==> config.mk <==
export PLATFORM = sky130hd
export DESIGN_NAME = regfile_sb_flat
export DESIGN_NICKNAME = d
export VERILOG_FILES = /design/src/rtl/regfile_pkg.sv /design/src/rtl/regfile_sb_if.sv /design/src/rtl/regfile_scoreboard.sv /design/src/rtl/regfile_sb.sv /design/src/flat_wrapper.sv
export SDC_FILE = /design/constraint.sdc
export NUM_CORES = 1
export LEC_CHECK = 0
export BUFFER_PORTS_ARGS = -buffer_cell sky130_fd_sc_hd__buf_2
export CELL_PAD_IN_SITES_DETAIL_PLACEMENT = 2
export CELL_PAD_IN_SITES_GLOBAL_PLACEMENT = 2
export CORE_ASPECT_RATIO = 1.75
export CORE_MARGIN = 4
export CORE_UTILIZATION = 50
export DETAILED_ROUTE_END_ITERATION = 10
export PLACE_DENSITY = 0.88
export RECOVER_POWER = 100
export SLEW_MARGIN = 20
export SYNTH_ARGS = -nofsm -noshare
export SYNTH_HDL_FRONTEND = slang
export SYNTH_SLANG_ARGS = --single-unit
export TNS_END_PERCENT = 1
==> constraint.sdc <==
create_clock -name clk -period 3.3 [get_ports clk]
set_input_delay 0.165 -clock clk [delete_from_list [all_inputs] [get_ports clk]]
set_output_delay 0.165 -clock clk [all_outputs]
set_load 0.01 [all_outputs]
==> src/rtl/regfile_pkg.sv <==
// Shared constants and helpers for the scoreboarded register file.
package regfile_pkg;

   localparam int DATA_W_DEFAULT   = 32;
   localparam int NUM_REGS_DEFAULT = 16;
   localparam int NUM_RD_DEFAULT   = 2;
   localparam int REG_ZERO         = 0;

   function automatic int addr_width(input int num_regs);
      return (num_regs > 1) ? $clog2(num_regs) : 1;
   endfunction

endpackage

==> src/rtl/regfile_sb_if.sv <==
// Decode-stage bus of the register file: read ports, writeback and issue reservation.
interface regfile_sb_if #(
   parameter int DATA_W   = regfile_pkg::DATA_W_DEFAULT,
   parameter int NUM_REGS = regfile_pkg::NUM_REGS_DEFAULT,
   parameter int NUM_RD   = regfile_pkg::NUM_RD_DEFAULT
);
   import regfile_pkg::*;

   localparam int ADDR_W = addr_width(NUM_REGS);

   logic [NUM_RD*ADDR_W-1:0] rd_addr;
   logic [NUM_RD*DATA_W-1:0] rd_data;
   logic [NUM_RD-1:0]        rd_busy;
   logic                     wr_en;
   logic [ADDR_W-1:0]        wr_addr;
   logic [DATA_W-1:0]        wr_data;
   logic                     rsv_en;
   logic [ADDR_W-1:0]        rsv_addr;
   logic                     any_busy;
   logic                     waw_err;

   modport master (
      output rd_addr, wr_en, wr_addr, wr_data, rsv_en, rsv_addr,
      input  rd_data, rd_busy, any_busy, waw_err
   );

   modport slave (
      input  rd_addr, wr_en, wr_addr, wr_data, rsv_en, rsv_addr,
      output rd_data, rd_busy, any_busy, waw_err
   );

endinterface

==> src/rtl/regfile_scoreboard.sv <==
// Pending-write scoreboard: busy bits set at issue, cleared at writeback, sticky WAW error.
// REGFILE_BYPASS_EN makes a same-cycle writeback hide the busy flag of the register it releases.
module regfile_scoreboard #(
   parameter int NUM_REGS = regfile_pkg::NUM_REGS_DEFAULT,
   parameter int NUM_RD   = regfile_pkg::NUM_RD_DEFAULT,
   parameter int ADDR_W   = regfile_pkg::addr_width(NUM_REGS)
) (
   input  logic                     clk,
   input  logic                     rst_n,
   input  logic                     wr_en,
   input  logic [ADDR_W-1:0]        wr_addr,
   input  logic                     rsv_en,
   input  logic [ADDR_W-1:0]        rsv_addr,
   input  logic [NUM_RD*ADDR_W-1:0] rd_addr,
   output logic [NUM_RD-1:0]        rd_busy,
   output logic                     any_busy,
   output logic                     waw_err
);
   import regfile_pkg::*;

   logic [NUM_REGS-1:0] busy_q, busy_d;
   logic                waw_err_q, waw_err_d;
   logic                wr_hit, rsv_hit;

   // Release before reserve so a same-edge issue to the written register leaves it busy.
   always_comb begin
      busy_d    = busy_q;
      waw_err_d = waw_err_q;
      wr_hit    = wr_en  && (wr_addr  != ADDR_W'(REG_ZERO));
      rsv_hit   = rsv_en && (rsv_addr != ADDR_W'(REG_ZERO));
      if (wr_hit) begin
         busy_d[wr_addr] = 1'b0;
      end
      if (rsv_hit) begin
         if (busy_q[rsv_addr] && !(wr_hit && (wr_addr == rsv_addr))) begin
            waw_err_d = 1'b1;
         end
         busy_d[rsv_addr] = 1'b1;
      end
      busy_d[REG_ZERO] = 1'b0;
   end

   always_ff @(posedge clk or negedge rst_n) begin
      if (!rst_n) begin
         busy_q    <= '0;
         waw_err_q <= 1'b0;
      end else begin
         busy_q    <= busy_d;
         waw_err_q <= waw_err_d;
      end
   end

   always_comb begin
      rd_busy = '0;
      for (int i = 0; i < NUM_RD; i++) begin
         rd_busy[i] = busy_q[rd_addr[i*ADDR_W +: ADDR_W]];
`ifdef REGFILE_BYPASS_EN
         if (wr_hit && (wr_addr == rd_addr[i*ADDR_W +: ADDR_W])) begin
            rd_busy[i] = 1'b0;
         end
`endif
      end
   end

   assign any_busy = |rd_busy;
   assign waw_err  = waw_err_q;

endmodule

==> src/rtl/regfile_sb.sv <==
// Multi-read-port register file with pending-write scoreboard; register 0 reads as zero.
// Define REGFILE_BYPASS_EN for same-cycle write-to-read forwarding.
module regfile_sb #(
   parameter int DATA_W   = regfile_pkg::DATA_W_DEFAULT,
   parameter int NUM_REGS = regfile_pkg::NUM_REGS_DEFAULT,
   parameter int NUM_RD   = regfile_pkg::NUM_RD_DEFAULT
) (
   input  logic         clk,
   input  logic         rst_n,
   regfile_sb_if.slave  bus
);
   import regfile_pkg::*;

   localparam int ADDR_W = addr_width(NUM_REGS);

   logic [DATA_W-1:0]        regs_q [NUM_REGS];
   logic [DATA_W-1:0]        regs_d [NUM_REGS];
   logic [NUM_RD*DATA_W-1:0] rd_data_c;
   logic                     wr_hit;

   always_comb begin
      regs_d = regs_q;
      wr_hit = bus.wr_en && (bus.wr_addr != ADDR_W'(REG_ZERO));
      if (wr_hit) begin
         regs_d[bus.wr_addr] = bus.wr_data;
      end
   end

   always_ff @(posedge clk or negedge rst_n) begin
      if (!rst_n) begin
         regs_q <= '{default: '0};
      end else begin
         regs_q <= regs_d;
      end
   end

   // Write-first forwarding overrides the stored value when enabled.
   always_comb begin
      rd_data_c = '0;
      for (int i = 0; i < NUM_RD; i++) begin
         if (bus.rd_addr[i*ADDR_W +: ADDR_W] != ADDR_W'(REG_ZERO)) begin
            rd_data_c[i*DATA_W +: DATA_W] = regs_q[bus.rd_addr[i*ADDR_W +: ADDR_W]];
         end
`ifdef REGFILE_BYPASS_EN
         if (wr_hit && (bus.wr_addr == bus.rd_addr[i*ADDR_W +: ADDR_W])) begin
            rd_data_c[i*DATA_W +: DATA_W] = bus.wr_data;
         end
`endif
      end
   end

   assign bus.rd_data = rd_data_c;

   regfile_scoreboard #(
      .NUM_REGS (NUM_REGS),
      .NUM_RD   (NUM_RD),
      .ADDR_W   (ADDR_W)
   ) u_scoreboard (
      .clk      (clk),
      .rst_n    (rst_n),
      .wr_en    (bus.wr_en),
      .wr_addr  (bus.wr_addr),
      .rsv_en   (bus.rsv_en),
      .rsv_addr (bus.rsv_addr),
      .rd_addr  (bus.rd_addr),
      .rd_busy  (bus.rd_busy),
      .any_busy (bus.any_busy),
      .waw_err  (bus.waw_err)
   );

endmodule

==> src/flat_wrapper.sv <==
// flat-port wrapper written by rule: the top's interface ports become plain ports
module regfile_sb_flat import regfile_pkg::*;
#(
   parameter int DATA_W   = regfile_pkg::DATA_W_DEFAULT,
   parameter int NUM_REGS = regfile_pkg::NUM_REGS_DEFAULT,
   parameter int NUM_RD   = regfile_pkg::NUM_RD_DEFAULT
)
  (clk, rst_n, bus_rd_addr, bus_wr_en, bus_wr_addr, bus_wr_data, bus_rsv_en, bus_rsv_addr, bus_rd_data, bus_rd_busy, bus_any_busy, bus_waw_err);
  regfile_sb_if #(.DATA_W(DATA_W), .NUM_REGS(NUM_REGS), .NUM_RD(NUM_RD)) bus_i ();
  input  logic clk;
  input  logic rst_n;
  input wire logic [$bits(bus_i.rd_addr)-1:0] bus_rd_addr;
  input wire logic [$bits(bus_i.wr_en)-1:0] bus_wr_en;
  input wire logic [$bits(bus_i.wr_addr)-1:0] bus_wr_addr;
  input wire logic [$bits(bus_i.wr_data)-1:0] bus_wr_data;
  input wire logic [$bits(bus_i.rsv_en)-1:0] bus_rsv_en;
  input wire logic [$bits(bus_i.rsv_addr)-1:0] bus_rsv_addr;
  output wire logic [$bits(bus_i.rd_data)-1:0] bus_rd_data;
  output wire logic [$bits(bus_i.rd_busy)-1:0] bus_rd_busy;
  output wire logic [$bits(bus_i.any_busy)-1:0] bus_any_busy;
  output wire logic [$bits(bus_i.waw_err)-1:0] bus_waw_err;
  assign bus_i.rd_addr = bus_rd_addr;
  assign bus_i.wr_en = bus_wr_en;
  assign bus_i.wr_addr = bus_wr_addr;
  assign bus_i.wr_data = bus_wr_data;
  assign bus_i.rsv_en = bus_rsv_en;
  assign bus_i.rsv_addr = bus_rsv_addr;
  assign bus_rd_data = bus_i.rd_data;
  assign bus_rd_busy = bus_i.rd_busy;
  assign bus_any_busy = bus_i.any_busy;
  assign bus_waw_err = bus_i.waw_err;
  regfile_sb #(.DATA_W(DATA_W), .NUM_REGS(NUM_REGS), .NUM_RD(NUM_RD)) u_core (.clk(clk), .rst_n(rst_n), .bus(bus_i));
endmodule
==> flow_summary.yaml, run 1 <==
outcome:
  outcome: "finished, violations left"
  failed_checks: "max-capacitance violations, max-slew violations"
worst_setup_path:
  critical_path_class: "in2reg"
  cp.arrival_ns: 3.51
  start_kind: "input pin"
  cp_max_fo: 25
  critPathRequiredTime_ns: 3.76
  worstSetupEndpointType: "register"
synth:
  syn_avg_cell_area_sq_um: 15.78
  ys_seq_area_frac: 0.4716
  postSynthCellCount: 1775
  ys_types: 33
  yosys_warnings: 0
  synth_ff_type: "dfrtp_1"
  synth-edff-count: 0
  syn_nets: 1827
  netlist_area_sq_mm: 0.02802
  synth-seq-cells: 528
  synthArstFlopShare: 1.000
drt:
  wl_per_cell_um: 42.33
  viasPerCell: 7.379
  first_pass_iters: 5
  drc: 0
  ant_nets: 0
  drt_iter0_markers: 1800
  wl_um: 107800
  vias: 18790
floorplanning:
  dieArea_sq_mm: 0.06003
  die-height_um: 321.1
  core_area_sq_mm: 0.05534
  std_cell_rows: 114
  io_pins: 120
  dieWidth_um: 186.9
  start_util: 0.5062
sta:
  hold_slack_ns: 0.02441
  period_minus_slack_ns: 3.049
  skew_ns: 0.01016
  relSlewSlack: -0.6119
  fin_crit_sh: 0.9239
  setup_tns_ns: 0
  tightest_slew_ns: 2.418
  rsz0062_at_grt: "false"
  finalHoldViolCount: 0
  max_freq_mhz: 328.0
  slew_violations: 438
  setup_viol: 0
finish:
  drive_above_1_share: 0.4575
  utilization: 0.5605
  finalNetCount: 1859
  area_delta_synth_final_pct: 10.72
cts:
  clkTransAtPathRegs_ns: 0.07
  numCtsBuffers: 51
  clock_sinks: 528
  clock-root-buffer: "clkbuf_16"
  htreeDepth: 2
  cts_tree: "yes"
  clock_latency_ns: 0.61
  cts.path.max_buffers: 3
pwr:
  p_int_uw: 14520
  cellPowerDensity_mw_per_mm2: 681.9
  leakage_uw: 0.01276
  power_switching_uw: 6632
  switching_share: 0.3136
  pwr-share-comb: 0.235
  clockPowerShare: 0.319
  ir_drop_mv: 0.4838
  seqPwrFrac: 0.447
min_path:
  hp-class: "in2reg"
global_routing:
  grt_pass1_wl_um: 160600
  grt_pass1_vias: 21760
  grt_antenna_before_repair: 5
  grt_start_max_net_pins: 96
  track_usage: 0.3600
  grt_remaining_overflow: 0
placed_design:
  place.gp.congestion: 0.8422
  port_buffers: 119
  dp_hpwl_um: 60870
run:
  maxCapViolCount: 17
cell type report:
| cell class | instances | area [sq um] |
|---|---|---|
| diodes | 3 | 7.507 |
| clock buffers | 68 | 1493 |
| inverters | 1 | 3.754 |
| well taps | 696 | 870.8 |
| repair buffers | 189 | 1187 |
| clock inverters | 25 | 370.4 |
| multi-input cells | 1036 | 13870 |
| flip-flops and latches | 528 | 13210 |
| fillers | 4721 | 24320 |
path summary, 6_finish.rpt:
kind,from,to,slack (ns),cells after the start
worst min register to register,u_core.regs_q[497]$_DFFE_PN0P_,u_core.regs_q[497]$_DFFE_PN0P_,0.40,0
worst min-delay path,bus_wr_data[28],u_core.regs_q[188]$_DFFE_PN0P_,0.02,2
max in group asynchronous,rst_n,u_core.regs_q[348]$_DFFE_PN0P_,0.79,3
worst max register to register,u_core.u_scoreboard.busy_q[15]$_DFF_PN0_,u_core.u_scoreboard.waw_err$_DFFE_PN0P_,0.92,5
min in group asynchronous,rst_n,u_core.regs_q[170]$_DFFE_PN0P_,0.13,2
worst max-delay path,bus_wr_addr[2],u_core.regs_q[48]$_DFFE_PN0P_,0.25,5
sequential cells by signal, indices dropped and copies added, names as in the netlist:
signal                       cells
u_core.u_scoreboard.waw_err      1
u_core.u_scoreboard.busy_q      15
u_core.regs_q                  512
through the flow:
| stage | power, uW | cell area (sq um) | setup slack, ns | cells |
|---|---|---|---|---|
| final | 21150 | 31020 | 0.2510 | 2546 |
| after global routing | 21830 | 31020 | 0.2961 | 2546 |
| after floorplan | 12140 | 28020 | 1.395 | 1775 |
| after CTS | 21250 | 31400 | 0.5364 | 2543 |
| after global placement | 13350 | 29510 | 0.8751 | 2447 |
| after detailed placement | 14140 | 29510 | 0.7956 | 2447 |
kinds of logic (layout without fill, tap and decap cells):
| logic type | count (synthesis) | after routing | synth area share |
|---|---|---|---|
| buffers and inverters | 211 | 283 | 0.03390 |
| AOI/OAI and AO/OA | 102 | 102 | 0.02537 |
| xor gates and xnor gates | 3 | 3 | 0.0009380 |
| DFF | 528 | 528 | 0.4716 |
| and+or+nand+nor | 113 | 113 | 0.02363 |
| muxes | 818 | 818 | 0.4446 |
| other | 0 | 3 | 0 |
timing repair:
item                                    4_1_cts  5_1_grt
hold buffers                                  3        0
endpoints found under the hold margin        75        0
resized for setup                             0        0
endpoints found under the setup margin        0        0
buffers inserted                              0        0
synth_stat cells (all sizes together) (2+ instances only):
cell type,n,area [sq um]
nand3,2,10.01
nor3b,2,15.01
mux4,293,6599
or2,2,12.52
dfrtp,528,13210
buf,96,518.0
nand2b,6,37.54
nand3b,4,30.03
nor4,2,18.77
a211oi,74,555.5
o21ai,23,115.1
nand2,10,37.54
nor3,3,15.01
mux2i,44,440.4
nor2,11,41.29
nor2b,66,412.9
mux2,481,5416
clkbuf,114,427.9
xor2,2,17.52
or3,4,25.02
o22ai,2,12.51
per-layer routing:
metal	GRT usage	wire (um)	up-vias
met1	0.4309	38130	10320
li1	-	-	6929
met4	0.2111	7595	2
met2	0.6157	55330	1096
met3	0.06156	6713	436
met5	0	13	-
power by group through the flow:
stage | clock network (uW) | logic, uW | registers [uW]
detailed placement | 0 | 4840 | 9300
CTS | 6790 | 5110 | 9360
floorplan | 0 | 3500 | 8640
finish | 6740 | 4960 | 9450
global route | 7080 | 5230 | 9510
global placement | 0 | 4410 | 8940
worst max-delay path: stages:
cell      delay [ns]
clkbuf_1        0.30
nand3_1         0.43
nor2_1          0.99
clkbuf_2        1.13
mux2_1          0.45
cells in the final DEF, fill, tap and decap left out, types with 13 or more instances in the layout:
cell type	Yosys	routed
mux2_1	25	140
o21ai_0	23	23
buf_12	0	14
clkbuf_1	114	74
clkbuf_16	0	53
dfrtp_1	528	528
a211oi_1	74	74
clkbuf_2	0	13
mux4_2	293	293
buf_4	3	28
nor2b_1	66	66
mux2_2	456	341
buf_2	75	55
mux2i_1	44	44
No activity file was read; power rests on OpenSTA's default activity.
==> run 2: changes to the inputs <==
--- a/config.mk
+++ b/config.mk
@@ -5,6 +5,7 @@
 export SDC_FILE = /design/constraint.sdc
 export NUM_CORES = 1
 export LEC_CHECK = 0
+export ABC_AREA = 0
 export BUFFER_PORTS_ARGS = -buffer_cell sky130_fd_sc_hd__buf_2
 export CELL_PAD_IN_SITES_DETAIL_PLACEMENT = 2
 export CELL_PAD_IN_SITES_GLOBAL_PLACEMENT = 2
@@ -13,7 +14,7 @@
 export CORE_UTILIZATION = 50
 export DETAILED_ROUTE_END_ITERATION = 10
 export PLACE_DENSITY = 0.88
-export RECOVER_POWER = 100
+export RECOVER_POWER = 25
 export SLEW_MARGIN = 20
 export SYNTH_ARGS = -nofsm -noshare
 export SYNTH_HDL_FRONTEND = slang
==> run 2 against run 1 <==
  * The flow still finishes with violations (max-capacitance violations, max-slew violations)
  * Count of clock-buffer cells in the layout unchanged
  * Wire length grew 0.11%
  * Sequential share of layout area down 0.43 points
  * Non-clock buffer count is the same
  * Global-route usage is the same
  * Flip-flop and latch count is the same
  * First-iteration DRC count unchanged
  * Combinational power increased by 2%
  * Core utilization up 0.57 points
  * Clock power hardly changed
  * Critical endpoint is now bus_rd_data[1]
  * Largest cell class unchanged
  * Highest routed layer unchanged
==> flow_summary.yaml, run 2 (synthesis gave the netlist of run 1 again) <==
worst_setup_path:
  slowest_delay_ns: 0.50
  critical_path_class: "reg2out"
  cp_num_buf_inv: 1
  cpMostUsedCell: "a211oi_1"
  crit_family: "compound AO/OA/AOI/OAI gates"
  worstSetupEndpointType: "primary output"
  crit_path_top_delay_cell: "mux4_2"
  critPathRequiredTime_ns: 3.13
  r2r_cells: 5
  start_kind: "register"
  r2r_end: "u_core.u_scoreboard.waw_err$_DFFE_PN0P_"
  r2r-start: "u_core.u_scoreboard.busy_q[15]$_DFF_PN0_"
  cp.arrival_ns: 2.62
  rrSetupSlack_ns: 0.92
  cp_max_fo: 3
  path_cells: "mux4_2 > nor2b_1 > a211oi_1 > a211oi_1 > buf_2"
global_routing:
  grt_antenna_before_repair: 5
  grt_pass1_vias: 21760
  grt_remaining_overflow: 0
  track_usage: 0.3600
  grt_pass1_wl_um: 160600
  grt_start_max_net_pins: 96
floorplanning:
  die-height_um: 321.1
  dieWidth_um: 186.9
  start_util: 0.5062
  io_pins: 120
  std_cell_rows: 114
  dieArea_sq_mm: 0.06003
  core_area_sq_mm: 0.05534
pwr:
  p_int_uw: 14640
  pwr-share-comb: 0.239
  leakage_uw: 0.01297
  ir_drop_mv: 0.4849
  power_switching_uw: 6634
  cellPowerDensity_mw_per_mm2: 679.0
  seqPwrFrac: 0.444
  switching_share: 0.3118
  clockPowerShare: 0.317
placed_design:
  dp_hpwl_um: 60870
  place.gp.congestion: 0.8422
  port_buffers: 119
finish:
  area_delta_synth_final_pct: 11.84
  final_cell_mix: "dfrtp_1, mux2_2, mux4_2"
  finalNetCount: 1859
  largest_register: "u_core.regs_q"
  largest_register_ffs: 512
  drive_above_1_share: 0.5577
  final_common_cell: "dfrtp_1"
  utilization: 0.5662
  nFillCells: 4683
sta:
  rsz0062_at_grt: "false"
  hold_slack_ns: 0.02302
  fin_crit_sh: 0.8438
  relSlewSlack: -0.2483
  period_minus_slack_ns: 2.785
  setup_tns_ns: 0
  tightest_slew_ns: 1.872
  max_freq_mhz: 359.1
  finalHoldViolCount: 0
  setup_viol: 0
  slew_violations: 206
  skew_ns: 0.01027
drt:
  wl_per_cell_um: 42.36
  viasPerCell: 7.369
  vias: 18770
  drt_iter0_markers: 1800
  drc: 0
  ant_nets: 0
  wl_um: 107900
  first_pass_iters: 5
cts:
  cts_tree: "yes"
  clock_latency_ns: 0.61
  clock-root-buffer: "clkbuf_16"
  cts.path.max_buffers: 3
  cts_setup_buffers: 0
  clkTransAtPathRegs_ns: 0.07
  htreeDepth: 2
  numCtsBuffers: 51
  clock_sinks: 528
min_path:
  min_path_cells: 2
  hp-class: "in2reg"
  min_from: "bus_wr_data[9]"
  hold_path_end: "u_core.regs_q[361]$_DFFE_PN0P_"
run:
  maxCapViolCount: 5
outcome:
  failed_checks: "max-capacitance violations, max-slew violations"
  outcome: "finished, violations left"
-- run 2: cell count changes in the layout (fill, tap and decap cells not counted), moves of 3 or more --
cell / change
mux2_1: -113
buf_2: +54
buf_4: +12
clkbuf_2: -11
mux2_2: +113
nor2_1: -6
buf_12: +9
clkbuf_4: -3
nor2_4: +6
clkbuf_1: -63
-- run 2: metrics by stage --
step / area, sq um / total power, uW / cells / setup WS (ns)
after detailed placement: 29510 / 14140 / 2447 / 0.7956
after floorplan: 28020 / 12140 / 1775 / 1.395
final: 31340 / 21280 / 2547 / 0.5155
after CTS: 31400 / 21250 / 2543 / 0.5364
after global routing: 31330 / 21950 / 2546 / 0.3455
after global placement: 29510 / 13350 / 2447 / 0.8751
-- run 2: worst max path at each step --
stage / startpoint / to / slack (ns) / depth (start not counted)
finish: u_core.regs_q[385]$_DFFE_PN0P_ / bus_rd_data[1] / 0.52 / 5
global route: rst_n / u_core.regs_q[348]$_DFFE_PN0P_ / 0.35 / 3
CTS: u_core.regs_q[385]$_DFFE_PN0P_ / bus_rd_data[1] / 0.54 / 5
detailed placement: bus_rd_addr[0] / bus_rd_data[9] / 0.80 / 7
global placement: bus_rd_addr[0] / bus_rd_data[27] / 0.88 / 6
floorplan: bus_rd_addr[0] / bus_rd_data[0] / 1.39 / 6
-- run 2: worst reg2reg max path: cells and delay by family, from the launching register on --
family	cells	cell delay (ns)
multiplexers	1	0.49
buffers and inverters	1	0.61
flip-flops	1	0.44
AO/OA/AOI/OAI	2	0.56
AND/OR/NAND/NOR	1	0.14
-- run 2: final cells by class --
type	count	area, sq um	area share
Clock inverter	25	370.4	0.01182
Inverter	1	3.754	0.0001198
Antenna cell	4	10.01	0.0003194
Sequential cell	528	13210	0.4217
Clock buffer	68	1493	0.04764
Timing Repair Buffer	189	1440	0.04596
Tap cell	696	870.8	0.02779
Multi-Input combinational cell	1036	13930	0.4447
-- run 2: what timing repair did --
action,4_1_cts,5_1_grt
endpoints found under the hold margin,75,0
hold buffers,3,0
gates resized for setup,0,0
setup endpoints to repair,0,0
-- run 2: per-layer routing --
layer / up-vias / track usage / routed length, um
li1: 6927 / - / -
met1: 10330 / 0.4309 / 38720
met2: 1109 / 0.6157 / 55120
met3: 404 / 0.06156 / 6655
met4: 2 / 0.2111 / 7385
met5: - / 0 / 13
-- run 2: power groups by stage --
| stage | Sequential, uW | Combinational, uW | Clock [uW] |
|---|---|---|---|
| 4_1_cts | 9360 | 5110 | 6790 |
| 3_3_place_gp | 8940 | 4410 | 0 |
| 3_5_place_dp | 9300 | 4840 | 0 |
| 6_report | 9450 | 5080 | 6740 |
| 5_1_grt | 9520 | 5360 | 7080 |
| 2_1_floorplan | 8640 | 3500 | 0 |
==> run 3: changes to the inputs <==
--- a/config.mk
+++ b/config.mk
@@ -5,15 +5,15 @@
 export SDC_FILE = /design/constraint.sdc
 export NUM_CORES = 1
 export LEC_CHECK = 0
-export ABC_AREA = 0
+export ABC_AREA = 1
 export BUFFER_PORTS_ARGS = -buffer_cell sky130_fd_sc_hd__buf_2
 export CELL_PAD_IN_SITES_DETAIL_PLACEMENT = 2
 export CELL_PAD_IN_SITES_GLOBAL_PLACEMENT = 2
 export CORE_ASPECT_RATIO = 1.75
 export CORE_MARGIN = 4
-export CORE_UTILIZATION = 50
+export CORE_UTILIZATION = 36
 export DETAILED_ROUTE_END_ITERATION = 10
-export PLACE_DENSITY = 0.88
+export PLACE_DENSITY = 0.84
 export RECOVER_POWER = 25
 export SLEW_MARGIN = 20
 export SYNTH_ARGS = -nofsm -noshare
==> constraint.sdc (replaced) <==
create_clock -name clk -period 2.63 [get_ports clk]
set_input_delay 0.1315 -clock clk [delete_from_list [all_inputs] [get_ports clk]]
set_output_delay 0.1315 -clock clk [all_outputs]
set_load 0.01 [all_outputs]
==> run 3 against run 2 <==
  * Highest routed layer unchanged
  * Final cell count increased by 120%
  * Clock skew increased by 0.00069 ns
  * Sequential power rose by 16%
  * Flip-flop and latch count unchanged
  * The flow finishes with violations (max-capacitance violations, max-slew violations, negative setup slack)
  * Wire length up 54%
  * Global-route usage rose by 0.12 points
  * Synthesized cell count grew to 2.6 times the previous value
  * Area after synthesis rose by 8.9%
==> flow_summary.yaml, run 3 <==
outcome:
  outcome: "finished, violations left"
  failed_checks: "max-capacitance violations, max-slew violations, negative setup slack"
worst_setup_path:
  crit_path_top_delay_cell: "clkbuf_1"
  path_depth: 7
  cp_max_fo: 27
  critPathLaunch: "bus_wr_addr[2]"
  crit_family: "buffers and inverters"
  rrSetupSlack_ns: 1.27
  endpoint: "u_core.regs_q[212]$_DFFE_PN0P_"
  critical_path_class: "in2reg"
  r2r-start: "u_core.u_scoreboard.busy_q[1]$_DFF_PN0_"
  start_kind: "input pin"
  critPathRequiredTime_ns: 3.16
  cpMostUsedCell: "clkbuf_1"
  r2r_end: "u_core.u_scoreboard.busy_q[1]$_DFF_PN0_"
  cp_num_buf_inv: 3
  slowest_delay_ns: 1.42
  worstSetupEndpointType: "register"
  cp.arrival_ns: 3.18
  r2r_cells: 3
  path_cells: "clkbuf_1 > inv_1 > nand3_1 > nor2_1 > clkbuf_1 > nand2_1 > o21ai_0"
synth:
  synth_ff_type: "dfrtp_1"
  synth_top_cells_by_count: "nand2_1, o21ai_0, dfrtp_1"
  synth-seq-cells: 528
  synth_most_common_cell: "nand2_1"
  yosys.area.top_type: "dfrtp_1"
  netlist_area_sq_mm: 0.03050
  synthArstFlopShare: 1.000
  synth.area.mux_share: 0
  yosys_warnings: 0
  ys_top_cells_by_area: "dfrtp_1, nand2_1, o21ai_0"
  synth_top_family_by_area: "simple AND/OR/NAND/NOR gates"
  synth_simple_gate_area_share: 0.3022
  syn_avg_cell_area_sq_um: 6.734
  synth_top_area_share: 0.4332
  ys_types: 27
  syn_nets: 4582
  ys_seq_area_frac: 0.4332
  synth-edff-count: 0
  postSynthCellCount: 4530
  synth_fa_ha_area_frac: 0
  synth-compound-area-share: 0.1452
  synth_xor_area_frac: 0
sta:
  fin_crit_sh: 1.009
  skew_ns: 0.01097
  rsz0062_at_grt: "false"
  relSlewSlack: -0.6376
  setup_viol: 1
  postLayoutSetupSlackWorst_ns: -0.02238
  slew_violations: 266
  period_minus_slack_ns: 2.652
  tightest_slew_ns: 2.456
  max_freq_mhz: 377.0
  finalHoldViolCount: 0
drt:
  vias: 34130
  drc: 0
  wl_um: 166600
  drt_iter0_markers: 3051
  first_pass_iters: 5
  viasPerCell: 6.067
  wl_per_cell_um: 29.61
  ant_nets: 0
floorplanning:
  dieArea_sq_mm: 0.08964
  std_cell_rows: 141
  io_pins: 120
  start_util: 0.3617
  core_area_sq_mm: 0.08433
  dieWidth_um: 228.0
  die-height_um: 393.1
global_routing:
  track_usage: 0.3612
  grt_start_max_net_pins: 89
  grt_pass1_vias: 38470
  grt_remaining_overflow: 0
  grt_pass1_wl_um: 248300
  grt_antenna_before_repair: 8
finish:
  largest_register: "u_core.regs_q"
  multi_input_area_sq_mm: 0.01368
  area_delta_synth_final_pct: 13.32
  final_common_cell: "nand2_1"
  utilization: 0.4099
  drive_above_1_share: 0.07822
  largest_register_ffs: 512
  final_cell_mix: "nand2_1, o21ai_0, dfrtp_1"
  nFillCells: 9937
  finalNetCount: 4558
  register_area_sq_mm: 0.01321
  fin_area_sq_mm: 0.03457
pwr:
  cellPowerDensity_mw_per_mm2: 785.3
  leakage_uw: 0.01683
  ir_drop_mv: 0.5493
cts:
  numCtsBuffers: 55
  clock_latency_ns: 0.67
  clock_sinks: 528
  clkTransAtPathRegs_ns: 0.07
  cts.path.max_buffers: 3
  htreeDepth: 2
  cts_tree: "yes"
  clock-root-buffer: "clkbuf_16"
placed_design:
  dp_hpwl_um: 93270
  place.gp.congestion: 0.8435
  port_buffers: 119
  preCtsSetupSlack_ns: 0.07342
  dpl-instance-area_sq_mm: 0.03233
min_path:
  hp-class: "in2reg"
run:
  maxCapViolCount: 8
run 3: stage by stage:
step | cells | power, uW | hold slack, ns | setup TNS [ns]
global placement | 5481 | 16750 | 0.1689 | 0
floorplan | 4530 | 14630 | -0.1641 | 0
finish | 5626 | 27150 | 0.1398 | -0.02238
detailed placement | 5481 | 17220 | 0.1744 | 0
CTS | 5623 | 26470 | 0.08758 | 0
global route | 5623 | 28270 | 0.1523 | 0
run 3: routing by layer:
| layer | wire [um] | up-vias | global-route usage |
|---|---|---|---|
| li1 | - | 14140 | - |
| met1 | 60280 | 17520 | 0.4030 |
| met2 | 80360 | 1695 | 0.6234 |
| met3 | 10940 | 778 | 0.05690 |
| met4 | 14990 | 4 | 0.2679 |
| met5 | 23 | - | 0 |
run 3: cells by family after synthesis:
| kind of cell | Yosys count |
|---|---|
| compound gates | 833 |
| flops | 528 |
| buf+inv | 878 |
| simple gates | 2291 |
run 3: worst min-delay path by stage:
stage / from / end / depth (start not counted)
after floorplan: rst_n / u_core.regs_q[0]$_DFFE_PN0P_ / 0
final: bus_rsv_addr[0] / u_core.u_scoreboard.busy_q[5]$_DFF_PN0_ / 3
after detailed placement: rst_n / u_core.regs_q[263]$_DFFE_PN0P_ / 1
after global routing: bus_rsv_addr[0] / u_core.u_scoreboard.busy_q[5]$_DFF_PN0_ / 3
after global placement: rst_n / u_core.regs_q[295]$_DFFE_PN0P_ / 1
after CTS: rst_n / u_core.regs_q[263]$_DFFE_PN0P_ / 2
run 3: layout make-up:
cell class,instances,area share
sequential,528,0.3822
antenna,3,0.0002172
clock buffer,85,0.04923
inverter,514,0.05621
multi-input combinational,3124,0.3957
tap,1072,0.03880
clock inverter,17,0.008470
timing repair buffer,283,0.06914
run 3: timing repair:
item	4_1_cts	5_1_grt
hold buffers	40	0
setup endpoints to repair	0	1
hold endpoints to repair	501	0
setup buffers	0	0
gates resized for setup	0	1
run 3: worst register-to-register path: stages, from the launching register on:
cell,delay (ns)
dfrtp_1,0.47
nand2_1,0.14
o21ai_1,0.07
dlygate4sd3_1,0.56
run 3: where the power goes:
part,internal [uW],leakage [uW],switching [uW]
Combinational,2020,0.00941,4980
Clock,5220,0.000975,3940
Sequential,9870,0.00645,1110
Total,17100,0.0168,10000
